==> src/rtl/rattlesnake_exe_trace_buffer_pkg.sv <==
// Shared types for the Rattlesnake execution-trace capture stage.
package rattlesnake_trace_pkg;

  localparam int unsigned TRACE_CNT_WIDTH = 16;
  localparam int unsigned TRACE_PC_WIDTH  = 32;
  localparam int unsigned TRACE_IR_WIDTH  = 32;

  typedef enum logic [1:0] {
    IDLE    = 2'd0,
    ARMED   = 2'd1,
    CAPTURE = 2'd2,
    DONE    = 2'd3
  } trace_state_t;

  typedef struct packed {
    logic [TRACE_PC_WIDTH-1:0] pc;
    logic [TRACE_IR_WIDTH-1:0] ir;
  } trace_entry_t;

  function automatic logic [TRACE_CNT_WIDTH-1:0] sat_inc(input logic [TRACE_CNT_WIDTH-1:0] v);
    return (v == '1) ? v : v + 1'b1;
  endfunction

endpackage

==> src/rtl/rattlesnake_exe_trace_buffer_if.sv <==
// Trace drain port: valid/ready stream of {pc, ir} entries towards the debug host.
interface rattlesnake_exe_trace_buffer_if #(
  parameter int unsigned PC_WIDTH = 32,
  parameter int unsigned IR_WIDTH = 32
);
  logic                trace_valid;
  logic                trace_ready;
  logic [PC_WIDTH-1:0] trace_pc;
  logic [IR_WIDTH-1:0] trace_ir;

  modport master (output trace_valid, output trace_pc, output trace_ir, input trace_ready);
  modport slave  (input trace_valid, input trace_pc, input trace_ir, output trace_ready);
endinterface

==> src/rtl/rattlesnake_exe_trace_buffer_fifo.sv <==
// First-word-fall-through FIFO with extra-MSB pointers; head reads zero while empty.
module rattlesnake_trace_fifo
  import rattlesnake_trace_pkg::*;
#(
  parameter int unsigned DEPTH_LOG2 = 4,
  parameter type         entry_t    = trace_entry_t
) (
  input  logic              clk,
  input  logic              reset_n,
  input  logic              clear,
  input  logic              push,
  input  logic              pop,
  input  entry_t            wr_data,
  output entry_t            rd_data,
  output logic              full,
  output logic              empty,
  output logic [DEPTH_LOG2:0] level
);
  localparam int unsigned DEPTH = 1 << DEPTH_LOG2;

  entry_t              mem [DEPTH];
  logic [DEPTH_LOG2:0] wr_ptr;
  logic [DEPTH_LOG2:0] rd_ptr;
  logic                do_push;
  logic                do_pop;

  assign empty = (wr_ptr == rd_ptr);
  assign full  = (wr_ptr[DEPTH_LOG2] != rd_ptr[DEPTH_LOG2]) &&
                 (wr_ptr[DEPTH_LOG2-1:0] == rd_ptr[DEPTH_LOG2-1:0]);
  assign level = wr_ptr - rd_ptr;

  // A pop frees the slot the same-cycle push lands in, so full+pop still accepts.
  assign do_pop  = pop && !empty && !clear;
  assign do_push = push && (!full || do_pop) && !clear;

  always_ff @(posedge clk or negedge reset_n) begin
    if (!reset_n) begin
      wr_ptr <= '0;
      rd_ptr <= '0;
    end else if (clear) begin
      wr_ptr <= '0;
      rd_ptr <= '0;
    end else begin
      if (do_push) wr_ptr <= wr_ptr + 1'b1;
      if (do_pop)  rd_ptr <= rd_ptr + 1'b1;
    end
  end

  always_ff @(posedge clk) begin
    if (do_push) mem[wr_ptr[DEPTH_LOG2-1:0]] <= wr_data;
  end

  assign rd_data = empty ? '0 : mem[rd_ptr[DEPTH_LOG2-1:0]];

endmodule

==> src/rtl/rattlesnake_exe_trace_buffer.sv <==
// Execution-trace capture: arm/trigger/stop FSM, session counters, and a FWFT
// FIFO of {pc, ir} pairs drained through a valid/ready port.
module rattlesnake_exe_trace_buffer
  import rattlesnake_trace_pkg::*;
#(
  parameter int unsigned DEPTH_LOG2 = 4,
  parameter int unsigned PC_WIDTH   = 32,
  parameter int unsigned IR_WIDTH   = 32
) (
  input  logic                       clk,
  input  logic                       reset_n,
  input  logic                       sync_reset,
  input  logic                       exe_enable,
  input  logic [PC_WIDTH-1:0]        pc_in,
  input  logic [IR_WIDTH-1:0]        ir_in,
  input  logic                       arm,
  input  logic                       stop,
  input  logic                       flush,
  input  logic                       trigger_en,
  input  logic [PC_WIDTH-1:0]        trigger_pc,
  input  logic [TRACE_CNT_WIDTH-1:0] capture_limit,
  rattlesnake_exe_trace_buffer_if.master trace,
  output logic [DEPTH_LOG2:0]        fill_level,
  output logic [TRACE_CNT_WIDTH-1:0] captured_cnt,
  output logic [TRACE_CNT_WIDTH-1:0] overflow_cnt,
  output logic [1:0]                 state_out,
  output logic                       done
);
  typedef struct packed {
    logic [PC_WIDTH-1:0] pc;
    logic [IR_WIDTH-1:0] ir;
  } entry_t;

  trace_state_t state_q, state_d;
  logic [TRACE_CNT_WIDTH-1:0] captured_q, overflow_q;
  logic [TRACE_CNT_WIDTH:0]   next_captured;
  logic   clear_cnt;
  logic   trig_hit;
  logic   sample;
  logic   pop_req;
  logic   accepted;
  logic   limit_hit;
  logic   fifo_full;
  logic   fifo_empty;
  entry_t head;

  // Stop and arm both win over a trigger hit, so the trigger instruction is not pushed then.
  assign trig_hit  = (state_q == ARMED) && trigger_en && exe_enable &&
                     (pc_in == trigger_pc) && !stop && !arm;
  assign sample    = exe_enable && ((state_q == CAPTURE) || trig_hit);
  assign pop_req   = !fifo_empty && trace.trace_ready;
  assign accepted  = sample && !flush && (!fifo_full || pop_req);

  assign next_captured = {1'b0, captured_q} + 1'b1;
  assign limit_hit     = accepted && (capture_limit != '0) &&
                         (next_captured >= {1'b0, capture_limit});

  always_comb begin
    state_d   = state_q;
    clear_cnt = 1'b0;
    case (state_q)
      IDLE, DONE: begin
        if (arm) begin
          state_d   = ARMED;
          clear_cnt = 1'b1;
        end
      end
      ARMED: begin
        if (stop) begin
          state_d = DONE;
        end else if (arm) begin
          clear_cnt = 1'b1;
        end else if (!trigger_en || trig_hit) begin
          state_d = limit_hit ? DONE : CAPTURE;
        end
      end
      CAPTURE: begin
        if (stop) begin
          state_d = DONE;
        end else if (arm) begin
          state_d   = ARMED;
          clear_cnt = 1'b1;
        end else if (limit_hit) begin
          state_d = DONE;
        end
      end
      default: state_d = IDLE;
    endcase
  end

  always_ff @(posedge clk or negedge reset_n) begin
    if (!reset_n) begin
      state_q    <= IDLE;
      captured_q <= '0;
      overflow_q <= '0;
    end else if (sync_reset) begin
      state_q    <= IDLE;
      captured_q <= '0;
      overflow_q <= '0;
    end else begin
      state_q <= state_d;
      if (clear_cnt) begin
        captured_q <= '0;
        overflow_q <= '0;
      end else if (accepted) begin
        captured_q <= sat_inc(captured_q);
      end else if (sample && !flush) begin
        overflow_q <= sat_inc(overflow_q);
      end
    end
  end

  rattlesnake_trace_fifo #(
    .DEPTH_LOG2 (DEPTH_LOG2),
    .entry_t    (entry_t)
  ) u_fifo (
    .clk     (clk),
    .reset_n (reset_n),
    .clear   (flush || sync_reset),
    .push    (sample),
    .pop     (pop_req),
    .wr_data ('{pc: pc_in, ir: ir_in}),
    .rd_data (head),
    .full    (fifo_full),
    .empty   (fifo_empty),
    .level   (fill_level)
  );

  assign trace.trace_valid = !fifo_empty;
  assign trace.trace_pc    = head.pc;
  assign trace.trace_ir    = head.ir;
  assign captured_cnt      = captured_q;
  assign overflow_cnt      = overflow_q;
  assign state_out         = state_q;
  assign done              = (state_q == DONE);

endmodule

==> src/flat_wrapper.sv <==
// flat-port wrapper written by rule: the top's interface ports become plain ports
module rattlesnake_exe_trace_buffer_flat import rattlesnake_trace_pkg::*;
#(
  parameter int unsigned DEPTH_LOG2 = 4,
  parameter int unsigned PC_WIDTH   = 32,
  parameter int unsigned IR_WIDTH   = 32
)
  (clk, reset_n, sync_reset, exe_enable, pc_in, ir_in, arm, stop, flush, trigger_en, trigger_pc, capture_limit, fill_level, captured_cnt, overflow_cnt, state_out, done, trace_trace_valid, trace_trace_pc, trace_trace_ir, trace_trace_ready);
  rattlesnake_exe_trace_buffer_if #(.PC_WIDTH(PC_WIDTH), .IR_WIDTH(IR_WIDTH)) trace_i ();
  input  logic clk;
  input  logic reset_n;
  input  logic sync_reset;
  input  logic exe_enable;
  input  logic [PC_WIDTH-1:0] pc_in;
  input  logic [IR_WIDTH-1:0] ir_in;
  input  logic arm;
  input  logic stop;
  input  logic flush;
  input  logic trigger_en;
  input  logic [PC_WIDTH-1:0] trigger_pc;
  input  logic [TRACE_CNT_WIDTH-1:0] capture_limit;
  output logic [DEPTH_LOG2:0] fill_level;
  output logic [TRACE_CNT_WIDTH-1:0] captured_cnt;
  output logic [TRACE_CNT_WIDTH-1:0] overflow_cnt;
  output logic [1:0] state_out;
  output logic done;
  output wire logic [$bits(trace_i.trace_valid)-1:0] trace_trace_valid;
  output wire logic [$bits(trace_i.trace_pc)-1:0] trace_trace_pc;
  output wire logic [$bits(trace_i.trace_ir)-1:0] trace_trace_ir;
  input wire logic [$bits(trace_i.trace_ready)-1:0] trace_trace_ready;
  assign trace_trace_valid = trace_i.trace_valid;
  assign trace_trace_pc = trace_i.trace_pc;
  assign trace_trace_ir = trace_i.trace_ir;
  assign trace_i.trace_ready = trace_trace_ready;
  rattlesnake_exe_trace_buffer #(.DEPTH_LOG2(DEPTH_LOG2), .PC_WIDTH(PC_WIDTH), .IR_WIDTH(IR_WIDTH)) u_core (.clk(clk), .reset_n(reset_n), .sync_reset(sync_reset), .exe_enable(exe_enable), .pc_in(pc_in), .ir_in(ir_in), .arm(arm), .stop(stop), .flush(flush), .trigger_en(trigger_en), .trigger_pc(trigger_pc), .capture_limit(capture_limit), .trace(trace_i), .fill_level(fill_level), .captured_cnt(captured_cnt), .overflow_cnt(overflow_cnt), .state_out(state_out), .done(done));
endmodule
==> config.mk <==
export PLATFORM = sky130hd
export DESIGN_NAME = rattlesnake_exe_trace_buffer_flat
export DESIGN_NICKNAME = d
export VERILOG_FILES = /design/src/rtl/rattlesnake_exe_trace_buffer_pkg.sv /design/src/rtl/rattlesnake_exe_trace_buffer_if.sv /design/src/rtl/rattlesnake_exe_trace_buffer_fifo.sv /design/src/rtl/rattlesnake_exe_trace_buffer.sv /design/src/flat_wrapper.sv
export SDC_FILE = /design/constraint.sdc
export NUM_CORES = 1
export LEC_CHECK = 0
export BUFFER_PORTS_ARGS = -buffer_cell sky130_fd_sc_hd__buf_2
export CAP_MARGIN = 20
export CORE_ASPECT_RATIO = 1.75
export CORE_MARGIN = 2
export CORE_UTILIZATION = 49
export CTS_CLUSTER_DIAMETER = 200
export CTS_CLUSTER_SIZE = 8
export DETAILED_ROUTE_END_ITERATION = 10
export PLACE_DENSITY = 0.66
export SYNTH_ARGS = -nofsm -noshare
export SYNTH_HDL_FRONTEND = slang
export SYNTH_SLANG_ARGS = --single-unit
==> constraint.sdc <==
create_clock -name clk -period 11.3 [get_ports clk]
set_input_delay 0.565 -clock clk [delete_from_list [all_inputs] [get_ports clk]]
set_output_delay 0.565 -clock clk [all_outputs]
set_load 0.1 [all_outputs]
### Word-level counts from Yosys, hierarchy flattened

Memory sizes are Yosys's and may differ from the RTL's.
Index checks and enable logic that the tools add are counted.

| word-level totals | value |
|---|---|
| input bits | 121 |
| bits in registers | 44 |
| memory bits (writable) | 1024 |
| word-level logic and storage cells | 97 |
| memories | 1 |

Memory list:

| name | words | bits a word | rd ports | clocked after Yosys merged registers in | write ports | RTL line | RTL |
|---|---|---|---|---|---|---|---|
| u_core.u_fifo.mem | 16 | 64 | 1 | 0 | 1 | rattlesnake_exe_trace_buffer_fifo.sv:21 | `entry_t mem [DEPTH];` |

| operators by class | value |
|---|---|
| multiplexer cells | 29 |
| magnitude comparators | 1 |
| equal/unequal tests | 16 |
| add/sub/neg operators | 6 |
| reduce and logical (&&, ||, !) cells | 39 |

Operator list:

| cell | count |
|---|---|
| two-way mux 16 bit | 9 |
| two-way mux 64 bit | 1 |
| adder 16 x 1 -> 16 bit, second input constant | 2 |
| equality test 16 bit, second input constant | 2 |
| equality test 32 bit | 1 |
| two-way mux 5 bit | 4 |
| adder 16 x 1 -> 17 bit, second input constant | 1 |
| >= comparator 17 x 16 -> 1 bit | 1 |
| logical AND 1 bit | 16 |
| two-way mux 2 bit | 8 |
| nonzero test 16 bit | 1 |
| adder 5 x 1 -> 5 bit, second input constant | 2 |
| != test 3 x 2 -> 1 bit, second input constant | 3 |
| != test 4 bit, second input constant | 2 |
| logical NOT 1 bit | 7 |
| case mux 2 bit (3 select lines) | 1 |
| nonzero test 3 bit | 2 |
| equality test 5 bit | 1 |
| logical OR 1 bit | 5 |
| two-way mux 1 bit | 5 |
| != test 5 x 4 -> 1 bit, second input constant | 1 |
| subtractor 5 bit | 1 |
| equality test 2 bit, second input constant | 2 |
| equality test 4 bit | 1 |
| 10 further kinds | 12 |

### Depth between registers and ports, before layout

Gate-level depths: netlist of run 1.

| logic depth | value |
|---|---|
| depth in word-level cells | 18 |
| gate-level depth with buffers | 16 |

### Modules after synthesis

A second synthesis of run 1 with hierarchy kept.

| unflattened totals | value |
|---|---|
| cells, all modules | 2151 |
| area total of the unflattened synthesis | 42665.9 sq um |

Modules (own cells, without submodules):

| module | times used | area each (sq um) | cells each |
|---|---|---|---|
| rattlesnake_trace_fifo | 1 | 39706.8 | 1797 |
| rattlesnake_exe_trace_buffer | 1 | 2959.1 | 354 |

### Least setup slack after synthesis of run 1

Ideal clock, no wire load.

| timing | value |
|---|---|
| kind | register to register |
| start | register u_core.u_fifo.rd_ptr[3] |
| end | memory u_core.u_fifo.mem[0][0] (netlist bit) (enable) |
| cell stages (with the launch flop) | 13 |
| period minus slack after synthesis | 7.933 ns |
| slack | 3.367 ns |
| path buffers | 3 |
| library setup time | 0.565 ns |
| data required time | 10.735 ns |
| data arrival time | 7.368 ns |
| cells stage by stage | dfrtp_1 inv_1 clkbuf_1 clkbuf_1 ha_1 and4_1 nand2b_1 and2_1 buf_2 a21oi_1 nor3b_2 nand3_1 nor3_1 |

| on the way | value |
|---|---|
| cells in the longest elaborated chain, start to end | 10 |
| elaborated cells between the ends (all ways) | 13 |
| those cells by class | eq/ne: 2; mux: 2; reduce/logical: 9 |

RTL lines:

| item | RTL line | RTL |
|---|---|---|
| start, declared | rattlesnake_exe_trace_buffer_fifo.sv:23 | `logic [DEPTH_LOG2:0] rd_ptr;` |
| start signal, assigned | rattlesnake_exe_trace_buffer_fifo.sv:45 | `if (do_pop) rd_ptr <= rd_ptr + 1'b1;` |
| equality test 5 bit | rattlesnake_exe_trace_buffer_fifo.sv:27 | `assign empty = (wr_ptr == rd_ptr);` |
| logical NOT 1 bit | rattlesnake_exe_trace_buffer_fifo.sv:33, rattlesnake_exe_trace_buffer.sv:51 |  |
| logical AND 1 bit | rattlesnake_exe_trace_buffer.sv:51 | `assign pop_req = !fifo_empty && trace.trace_ready;` |
| logical AND 1 bit (2 in a row) | rattlesnake_exe_trace_buffer_fifo.sv:33 | `assign do_pop = pop && !empty && !clear;` |
| logical OR 1 bit (*) | rattlesnake_exe_trace_buffer_fifo.sv:34 | `assign do_push = push && (!full \|\| do_pop) && !clear;` |
| logical AND 1 bit (*) (2 in a row) | rattlesnake_exe_trace_buffer_fifo.sv:34 |  |
| two-way mux 1 bit (*) | rattlesnake_exe_trace_buffer_fifo.sv:50 | `if (do_push) mem[wr_ptr[DEPTH_LOG2-1:0]] <= wr_data;` |
| two-way mux 1 bit (not written as such) (*) | rattlesnake_exe_trace_buffer_fifo.sv:50 |  |
| end, declared | rattlesnake_exe_trace_buffer_fifo.sv:21 |  |

Every way passes the cells marked *; elsewhere a longest branch is shown, timed or not.

### Worst setup path after layout of run 1

| timing | value |
|---|---|
| start | register u_core.u_fifo.rd_ptr[1] |
| end | memory u_core.u_fifo.mem[3][4] (netlist bit) (enable) |

The elaborated chain is that of the path after synthesis.

==> out/metrics.csv, run 1 <==
metric;value;unit
status;finished clean;
internal power;6.90;mW
Ys Warns;0;
sw power;1.75;mW
Crit. End Element;flip-flop;
# IOs;226;
Post-Syn Nets;2059;
Power, Total;8.65;mW
final setup violation count;0;
slew at the pin with the worst max-slew slack;1.13;ns
Core Footprint;0.0856;mm2
Hold Path Class;primary input to flip-flop;
initial cell density of the core;49.4;%
total CTS buffers;151;
Clock Power Share;46.6;%
number of core rows;142;
Max FO, Critical Path;65;
global-route wire length before repair;145000;um
Initial DRC Count;1767;
Clock Sinks;1068;
routability cong.;0.797;
Tcrit/Tclk final;48.0;%
clk_skew;0.0181;ns
fin nets;2379;
synthesized area;0.0423;mm2
synth unique cells;48;
Via Count;20500;
asr flop ratio synth;4.12;%
reg2reg start;u_core.u_fifo.rd_ptr[1];
Residual DRC;0;
CP Launch Point;u_core.u_fifo.rd_ptr[1];
PortBufs;225;
Via density;5.99;
critical path data arrival time;5.74;ns
Worst-Skew Late Latency;0.72;ns
Post-Syn Area per Cell;22.2;um2
Post-Synth Simple-Gate Area;3.10;%
area grow syn2layout;16.3;%
most common cell after layout, fill and taps aside;edfxtp_1;
Max Clk Rate;184;MHz
WL/cell;28.6;um
most frequent cells in the layout;1024 x edfxtp_1, 320 x mux4_2, 225 x buf_2;
Pwr per Cell Area;176;mW/mm2
P_leak;15.9;nW
initial antenna violation count;7;
GRT Residual Overflow;0;
count of antenna-violating nets left after detailed routing;0;
Synth Area in Adders;0.935;%
Post-CTS Resized;0;
first-pass iteration count of the detailed router;5;
Reg clk slew, reported paths;0.05;ns
Placed Instances;3221;
multiplexer share of the synthesized area;17.1;%
Final Non-Filler Cells;3429;
critical hold path startpoint;ir_in[15];
total negative setup slack;0;ns
largest family of logic cells by synthesized area;multiplexers;
clk root buf;clkbuf_16;
Final HPWL DP;55400;um
number of synthesized flops with an enable pin;1024;
die area;0.0887;mm2
Max-slew headroom;24.4;%
pins over their slew limit;0;
Net Sw Frac;20.2;%
FF+latch count, synth;1068;
kind of critical path;flip-flop to flip-flop;
H-tree depth;4;
peak supply drop;0.000126;V
DP Worst Slack;5.36;ns
All-Layer GR Usage;22.8;%
area share of xor/xnor cells in the synthesized design;1.68;%
Hold Slack;0.227;ns
Worst Path Required;11.62;ns
Seq/Total Area, Yosys;75.3;%
Max-Cap Viols;0;
final WL;98000;um
Sequential Power Share;50.4;%
Die Ht;393;um
crit path time final;5.42;ns
Cells after Synth;1907;
CP Launch Type;flip-flop;
Die X;226;um
Top FF cell, synth;edfxtp_1;
final number of hold-violating endpoints;0;
largest net degree at the start of global routing;113;
final worst slack;5.88;ns
layout cells sized above 1;34.2;%
RSZ-0062 raised after global routing;no;
part of the power in combinational logic;3.0;%
vias in the first global route;21900;
deepest clock path buffer count;3;
CTS tree;yes;
complex-gate fraction of the synthesized area;0.630;%
-- final timing paths --
check | endpoint | slack (ns) | cells past startpoint
max | u_core.u_fifo.mem[3][4] | 5.88 | 10
min | u_core.u_fifo.mem[12][15] | 0.23 | 1
max reg2reg | u_core.u_fifo.mem[3][4] | 5.88 | 10
min reg2reg | u_core.captured_cnt[1] | 0.57 | 2
max in group asynchronous | u_core.overflow_cnt[3] | 10.36 | 3
min in group asynchronous | u_core.u_fifo.rd_ptr[0] | 0.40 | 2
-- worst max-delay path, stage by stage, from the launching register on --
cell and delay (ns):
dfrtp_4 1.11, inv_1 0.19, ha_1 0.34, and4_1 0.18, nand2b_2 0.08, and2_1 0.27
a21oi_1 0.13, nor3b_2 0.49, nand3_1 0.41, nor3_2 0.76, buf_4 0.96
-- power by group through the flow --
stage               logic (mW)  clock network [mW]  registers (mW)
detailed placement       0.258                   0            4.43
global route             0.279                4.26            4.35
finish                   0.261                4.03            4.36
global placement         0.248                   0            4.43
floorplan                0.115                   0            4.45
CTS                      0.258                4.10            4.36
-- Yosys cell counts, types with 24 or more instances --
master,n,share of area (%)
and2_1,67,0.99
clkbuf_1,58,0.52
dfrtp_1,44,2.6
edfxtp_1,1024,73
ha_1,30,0.89
inv_1,32,0.28
mux4_2,320,17
nand4_1,24,0.36
nor2_1,56,0.50
xnor2_1,51,1.1
xor2_1,30,0.62
-- metal layers --
| layer | GRT usage (%) | routed length (um) | vias up |
|---|---|---|---|
| met5 | 0 | 27 | - |
| met4 | 7.09 | 2310 | 4 |
| met3 | 4.33 | 6250 | 178 |
| met2 | 40.4 | 52700 | 845 |
| met1 | 28.3 | 36700 | 11000 |
| li1 | - | - | 8536 |
-- sequential cells by signal (all words and copies together) (netlist names) --
| name | count |
|---|---|
| u_core.captured_cnt | 16 |
| u_core.u_fifo.wr_ptr | 5 |
| u_core.state_out | 2 |
| u_core.overflow_cnt | 16 |
| u_core.u_fifo.rd_ptr | 5 |
| u_core.u_fifo.mem | 1024 |
-- kinds of logic (layout without fill, tap and decap cells) --
kind of cell | count (synthesis) | count (layout)
multiplexers | 324 | 324
flip-flops | 1068 | 1068
AND/OR/NAND/NOR | 236 | 236
other | 0 | 1
buffers and inverters | 124 | 493
AO/OA/AOI/OAI | 43 | 43
XOR/XNOR | 81 | 81
adder cells (fa/ha/maj) | 31 | 31
-- final cells by class --
type / instances / area [um2]
diodes: 1 / 2.50
clock buffers: 193 / 4040
clock inverters: 9 / 130
fillers: 6314 / 36500
inverters: 32 / 123
multi-input cells: 715 / 10000
flip-flops and latches: 1068 / 31900
well taps: 1152 / 1440
repair buffers: 259 / 1490
-- metrics by stage --
step | util, % | cell area (um2)
after floorplan | - | 42300
after global placement | 52.3 | 44800
after detailed placement | 52.4 | 44900
after CTS | 57.3 | 49000
after global routing | 57.4 | 49100
final | 57.4 | 49100
-- timing repair --
item                                   4_1_cts  5_1_grt
hold buffers                                 0        1
endpoints found under the hold margin        0       20
setup buffers                                0        0
No activity file was read; power rests on OpenSTA's default activity.
==> run 2: changes to the inputs <==
--- a/config.mk
+++ b/config.mk
@@ -13,7 +13,7 @@
 export CTS_CLUSTER_DIAMETER = 200
 export CTS_CLUSTER_SIZE = 8
 export DETAILED_ROUTE_END_ITERATION = 10
-export PLACE_DENSITY = 0.66
+export PLACE_DENSITY = 0.69
 export SYNTH_ARGS = -nofsm -noshare
 export SYNTH_HDL_FRONTEND = slang
 export SYNTH_SLANG_ARGS = --single-unit
==> constraint.sdc (replaced) <==
create_clock -name clk -period 4.7 [get_ports clk]
set_input_delay 0.235 -clock clk [delete_from_list [all_inputs] [get_ports clk]]
set_output_delay 0.235 -clock clk [all_outputs]
set_load 0.1 [all_outputs]
==> run 2 against run 1 <==
  * Sequential power is 140% higher
  * Core utilization grew 1.3 points
  * Non-clock buffer count increased by 91
  * Die area unchanged
  * Critical path depth fell by 4
  * Sequential share of layout area fell by 1.5 points
  * Setup slack lost 5.6 ns
  * Clock skew grew 0.0051 ns
  * Via count increased by 1.4%
  * Largest cell class unchanged
  * Highest routed layer unchanged
  * Register-to-register slack lost 5.6 ns
  * Clock power rose by 140%
  * Final cell count rose by 2.7%
==> out/metrics.csv, run 2 (synthesis gave the netlist of run 1 again) <==
metric;value;unit
RSZ-0062 raised after global routing;no;
layout cells sized above 1;33.8;%
Hold Path Class;primary input to flip-flop;
slew at the pin with the worst max-slew slack;1.09;ns
final number of hold-violating endpoints;0;
fin nets;2470;
clk root buf;clkbuf_16;
Max-Cap Viols;0;
WL/cell;28.1;um
Final HPWL DP;52900;um
pins over their slew limit;0;
Power, Total;20.8;mW
Worst Path Required;4.47;ns
Core Footprint;0.0856;mm2
cell area after layout;0.0503;mm2
part of the power in combinational logic;3.2;%
# IOs;226;
Die Ht;393;um
Max FO, Critical Path;68;
PortBufs;225;
Die X;226;um
GRT Residual Overflow;0;
Pwr per Cell Area;413;mW/mm2
most common cell after layout, fill and taps aside;edfxtp_1;
vias in the first global route;22200;
status;finished clean;
first-pass iteration count of the detailed router;5;
Sequential Power Share;50.4;%
Tcrit/Tclk final;94.4;%
Final Non-Filler Cells;3520;
kind of critical path;flip-flop to output port;
P_leak;16.4;nW
Max-slew headroom;27.1;%
Placed Instances;3244;
initial cell density of the core;49.4;%
Clock Power Share;46.4;%
Via density;5.92;
die area;0.0887;mm2
Hold Slack;0.105;ns
Worst-Skew Late Latency;0.74;ns
Placed Area;0.0454;mm2
number of core rows;142;
routability cong.;0.841;
CP Launch Type;flip-flop;
internal power;16.5;mW
Reg clk slew, reported paths;0.06;ns
largest net degree at the start of global routing;153;
sw power;4.29;mW
total CTS buffers;151;
H-tree depth;4;
most frequent cells in the layout;1024 x edfxtp_1, 320 x mux4_2, 225 x buf_2;
global-route wire length before repair;146000;um
initial antenna violation count;3;
Post-CTS Resized;0;
Net Sw Frac;20.6;%
Via Count;20800;
Residual DRC;0;
final setup violation count;0;
deepest clock path buffer count;3;
Crit. End Element;output port;
All-Layer GR Usage;23.0;%
area grow syn2layout;19.0;%
final WL;98800;um
Clock Sinks;1068;
CTS tree;yes;
critical path data arrival time;4.20;ns
count of antenna-violating nets left after detailed routing;0;
number of flip-flops under the largest register name;1024;
crit path time final;4.44;ns
clk_skew;0.0232;ns
Initial DRC Count;1900;
Post-CTS Setup Inserts;0;
peak supply drop;0.000289;V
Max Clk Rate;225;MHz
==> run 2: layer usage <==
| metal | track usage (%) | part of all wire [%] | vias up | wire length [um] |
|---|---|---|---|---|
| li1 | - | - | 8733 | - |
| met1 | 30.0 | 39 | 11000 | 38200 |
| met2 | 39.9 | 53 | 910 | 52000 |
| met3 | 4.25 | 6.8 | 144 | 6760 |
| met4 | 6.20 | 1.8 | 2 | 1800 |
| met5 | 0 | 0.0081 | - | 8 |
==> run 2: area by class of cell <==
cell class,instances,area [um2]
clock buffers,186,3910
clock inverters,16,240
flip-flops and latches,1068,31900
inverters,32,123
well taps,1152,1440
diodes,1,2.50
multi-input cells,715,10100
repair buffers,350,2640
fillers,6240,35300
==> run 2: per-stage QoR <==
step	util [%]	worst slack, ns	TNS (ns)
2_1_floorplan	-	-0.141	-95.58
3_3_place_gp	53.0	0.554	0
3_5_place_dp	53.0	0.444	0
4_1_cts	58.7	0.201	0
5_1_grt	58.7	0.110	0
6_report	58.7	0.262	0
==> run 2: what timing repair did <==
item                                   4_1_cts  5_1_grt
setup endpoints to repair                    0        0
hold buffers                                70        1
endpoints found under the hold margin     1080        4
==> run 2: worst paths after layout <==
| path | start | end | slack (ns) | depth (start not counted) |
|---|---|---|---|---|
| worst max-delay path | u_core.u_fifo.rd_ptr[1] | trace_trace_ir[5] | 0.26 | 6 |
| worst min-delay path | exe_enable | u_core.u_fifo.wr_ptr[0] | 0.11 | 4 |
| worst max register to register | u_core.captured_cnt[0] | u_core.state_out[1] | 0.30 | 15 |
| worst min register to register | u_core.overflow_cnt[8] | u_core.overflow_cnt[8] | 0.56 | 2 |
| max in group asynchronous | reset_n | u_core.u_fifo.rd_ptr[1] | 3.81 | 4 |
| min in group asynchronous | reset_n | u_core.captured_cnt[14] | 0.42 | 3 |
==> run 2: power by group through the flow <==
stage	registers, mW	logic (mW)	clock network, mW
global placement	10.7	0.590	0
detailed placement	10.7	0.615	0
finish	10.5	0.671	9.64
floorplan	10.7	0.278	0
global route	10.5	0.719	10.2
CTS	10.5	0.667	9.81
==> run 2: worst max-delay path: stages, from the launching register on <==
cell and delay [ns]:
dfrtp_4 0.43, buf_4 0.79, buf_4 0.68, mux4_2 0.41, mux4_2 0.54, and2_1 0.20, buf_2 0.29
==> run 3: changes to the inputs <==
--- a/config.mk
+++ b/config.mk
@@ -5,6 +5,7 @@
 export SDC_FILE = /design/constraint.sdc
 export NUM_CORES = 1
 export LEC_CHECK = 0
+export ABC_AREA = 1
 export BUFFER_PORTS_ARGS = -buffer_cell sky130_fd_sc_hd__buf_2
 export CAP_MARGIN = 20
 export CORE_ASPECT_RATIO = 1.75
==> run 3 against run 2 <==
  * First-iteration DRC count increased by 54%
  * Synthesized cell count is 75% higher
  * Die area up 2.1%
  * Count of clock-buffer cells in the layout is 15 lower
  * Global-route usage up 2.2 points
  * Sequential share of layout area decreased by 0.48 points
  * Register-to-register slack better by 0.23 ns
  * Fmax is 6.3% higher
  * Clock power about the same
  * Sequential power barely moved
  * Flip-flop and latch count did not move
==> out/metrics.csv, run 3 <==
metric;value;unit
Post-Syn Nets;3482;
final worst slack;0.525;ns
crit-path max cell delay;0.60;ns
Synth Area in Adders;0.916;%
number of synthesized flops with an enable pin;1024;
peak supply drop;0.000280;V
Max Clk Rate;240;MHz
Synth area leader;edfxtp_1;
post-synth top area share;71.3;%
count leader, synth;edfxtp_1;
largest net degree at the start of global routing;183;
Placed Instances;4571;
initial cell density of the core;49.2;%
largest family of logic cells by synthesized area;compound AO/OA/AOI/OAI gates;
routability cong.;0.900;
Antenna diodes;0;
first-pass iteration count of the detailed router;6;
Worst-Skew Late Latency;0.71;ns
Power, Total;21.0;mW
crit path time final;4.17;ns
final number of hold-violating endpoints;0;
Via density;5.97;
multi-input logic area;0.0102;mm2
clk_skew;0.0169;ns
global-route wire length before repair;174000;um
Post-CTS Setup Inserts;0;
status;finished clean;
Die X;228;um
CP Launch Type;flip-flop;
Max-slew headroom;32.4;%
Core Footprint;0.0877;mm2
Sequential Area;0.0319;mm2
Ys Warns;0;
clk root buf;clkbuf_16;
vias in the first global route;29300;
CTS tree;yes;
# IOs;226;
Seq/Total Area, Yosys;73.8;%
Placed Area;0.0458;mm2
Synth top cells by count;1024 x edfxtp_1, 582 x nor2_1, 534 x o21ai_0;
slew at the pin with the worst max-slew slack;1.01;ns
PortBufs;225;
All-Layer GR Usage;25.2;%
Via Count;28900;
Final HPWL DP;62900;um
number of core rows;144;
asr flop ratio synth;4.12;%
kind of critical path;flip-flop to flip-flop;
Residual DRC;0;
pins over their slew limit;0;
GRT Residual Overflow;0;
area grow syn2layout;17.4;%
total negative setup slack;0;ns
FF+latch count, synth;1068;
RSZ-0062 raised after global routing;no;
worst path cell trace;inv_1 -> ha_1 -> nand2_1 -> nor3_2 -> nand3_1 -> nor2_1 -> nand3_2 -> nand2_2 -> o211ai_1 -> nor2_2 -> nand2_1 -> nor2_4 -> buf_4;
Max-Cap Viols;0;
P_leak;17.3;nW
final setup violation count;0;
most frequent cells in the layout;1024 x edfxtp_1, 567 x nor2_1, 534 x o21ai_0;
synthesized area;0.0432;mm2
Crit. End Element;flip-flop;
H-tree depth;4;
Worst Path Required;5.03;ns
layout cells sized above 1;14.1;%
total CTS buffers;151;
Die Ht;397;um
Hold Path Class;primary input to flip-flop;
Post-Syn Area per Cell;13.0;um2
Pwr per Cell Area;414;mW/mm2
Cells after Synth;3330;
largest cells by area after synthesis;edfxtp_1 71%, o21ai_0 6.2%, nor2_1 5.1%;
fin nets;3781;
synth unique cells;40;
count of antenna-violating nets left after detailed routing;0;
Clock Sinks;1068;
Reg clk slew, reported paths;0.05;ns
Top FF cell, synth;edfxtp_1;
Post-Synth Simple-Gate Area;8.83;%
Max FO, Critical Path;38;
area share of xor/xnor cells in the synthesized design;0.931;%
initial antenna violation count;1;
most common cell after layout, fill and taps aside;edfxtp_1;
Fillers;6850;
die area;0.0905;mm2
slowest stage cell, crit path;buf_4;
cell area after layout;0.0507;mm2
WL/cell;23.8;um
complex-gate fraction of the synthesized area;12.6;%
Final Non-Filler Cells;4829;
number of flip-flops under the largest register name;1024;
Tcrit/Tclk final;88.8;%
DP Worst Slack;0.389;ns
critical path data arrival time;4.50;ns
Initial DRC Count;2929;
final WL;115000;um
deepest clock path buffer count;3;
multiplexer share of the synthesized area;0.0261;%
cell mode on critical path;nand2_1;
==> run 3: worst max-delay path: cells and delay by family, from the launching register on <==
| family | cells | cell delay [ns] |
|---|---|---|
| AND/OR/NAND/NOR | 9 | 2.24 |
| buffers and inverters | 2 | 0.67 |
| flip-flops | 1 | 0.41 |
| AO/OA/AOI/OAI | 1 | 0.20 |
| adder cells (fa/ha/maj) | 1 | 0.21 |
==> run 3: layer usage <==
layer	wire length, um	up-vias	global-route usage (%)	part of all wire [%]
met3	8300	254	4.12	7.2
met2	60000	1353	44.7	52
li1	-	12900	-	-
met1	42600	14300	30.6	37
met4	4260	0	10.5	3.7
met5	0	-	0	0
==> run 3: area by class of cell <==
type                            count  area share [%]
Sequential cell                  1068            62.9
Multi-Input combinational cell   1942            20.1
Clock buffer                      171            7.69
Timing Repair Buffer              361            5.17
Tap cell                         1168            2.88
Inverter                          105           0.815
Clock inverter                     14           0.467
==> run 3: repair_timing <==
item | in CTS | in global routing
gates resized for setup | 0 | 0
endpoints found under the hold margin | 1055 | 0
hold buffers | 73 | 0
==> run 3: final timing paths <==
kind	depth (start not counted)	endpoint	slack (ns)	from
worst max-delay path	13	u_core.u_fifo.mem[10][31]	0.53	u_core.state_out[1]
worst min-delay path	5	u_core.overflow_cnt[12]	0.07	exe_enable
worst max register to register	13	u_core.u_fifo.mem[10][31]	0.53	u_core.state_out[1]
worst min register to register	2	u_core.overflow_cnt[6]	0.53	u_core.overflow_cnt[6]
max in group asynchronous	3	u_core.u_fifo.rd_ptr[2]	4.02	reset_n
min in group asynchronous	3	u_core.captured_cnt[9]	0.13	reset_n
==> run 3: logic make-up (layout without fill, tap and decap cells) <==
| kind of cell | after synthesis | after routing |
|---|---|---|
| adders and majority gates | 31 | 31 |
| DFF | 1068 | 1068 |
| AOI/OAI and AO/OA | 918 | 918 |
| and+or+nand+nor | 947 | 947 |
| buffers and inverters | 320 | 651 |
| muxes | 1 | 1 |
| xor gates and xnor gates | 45 | 45 |
==> run 3: stage by stage <==
| stage | utilization (%) | hold slack, ns |
|---|---|---|
| after floorplan | - | -0.0606 |
| after global placement | 52.2 | 0.369 |
| after detailed placement | 52.2 | 0.366 |
| after CTS | 57.8 | 0.0316 |
| after global routing | 57.8 | 0.0699 |
| final | 57.8 | 0.0747 |
==> run 3: power by group <==
group | switching (mW) | internal [mW]
sequential | 0.0205 | 10.5
combinational | 0.639 | 0.198
clock | 3.80 | 5.85
total | 4.46 | 16.5
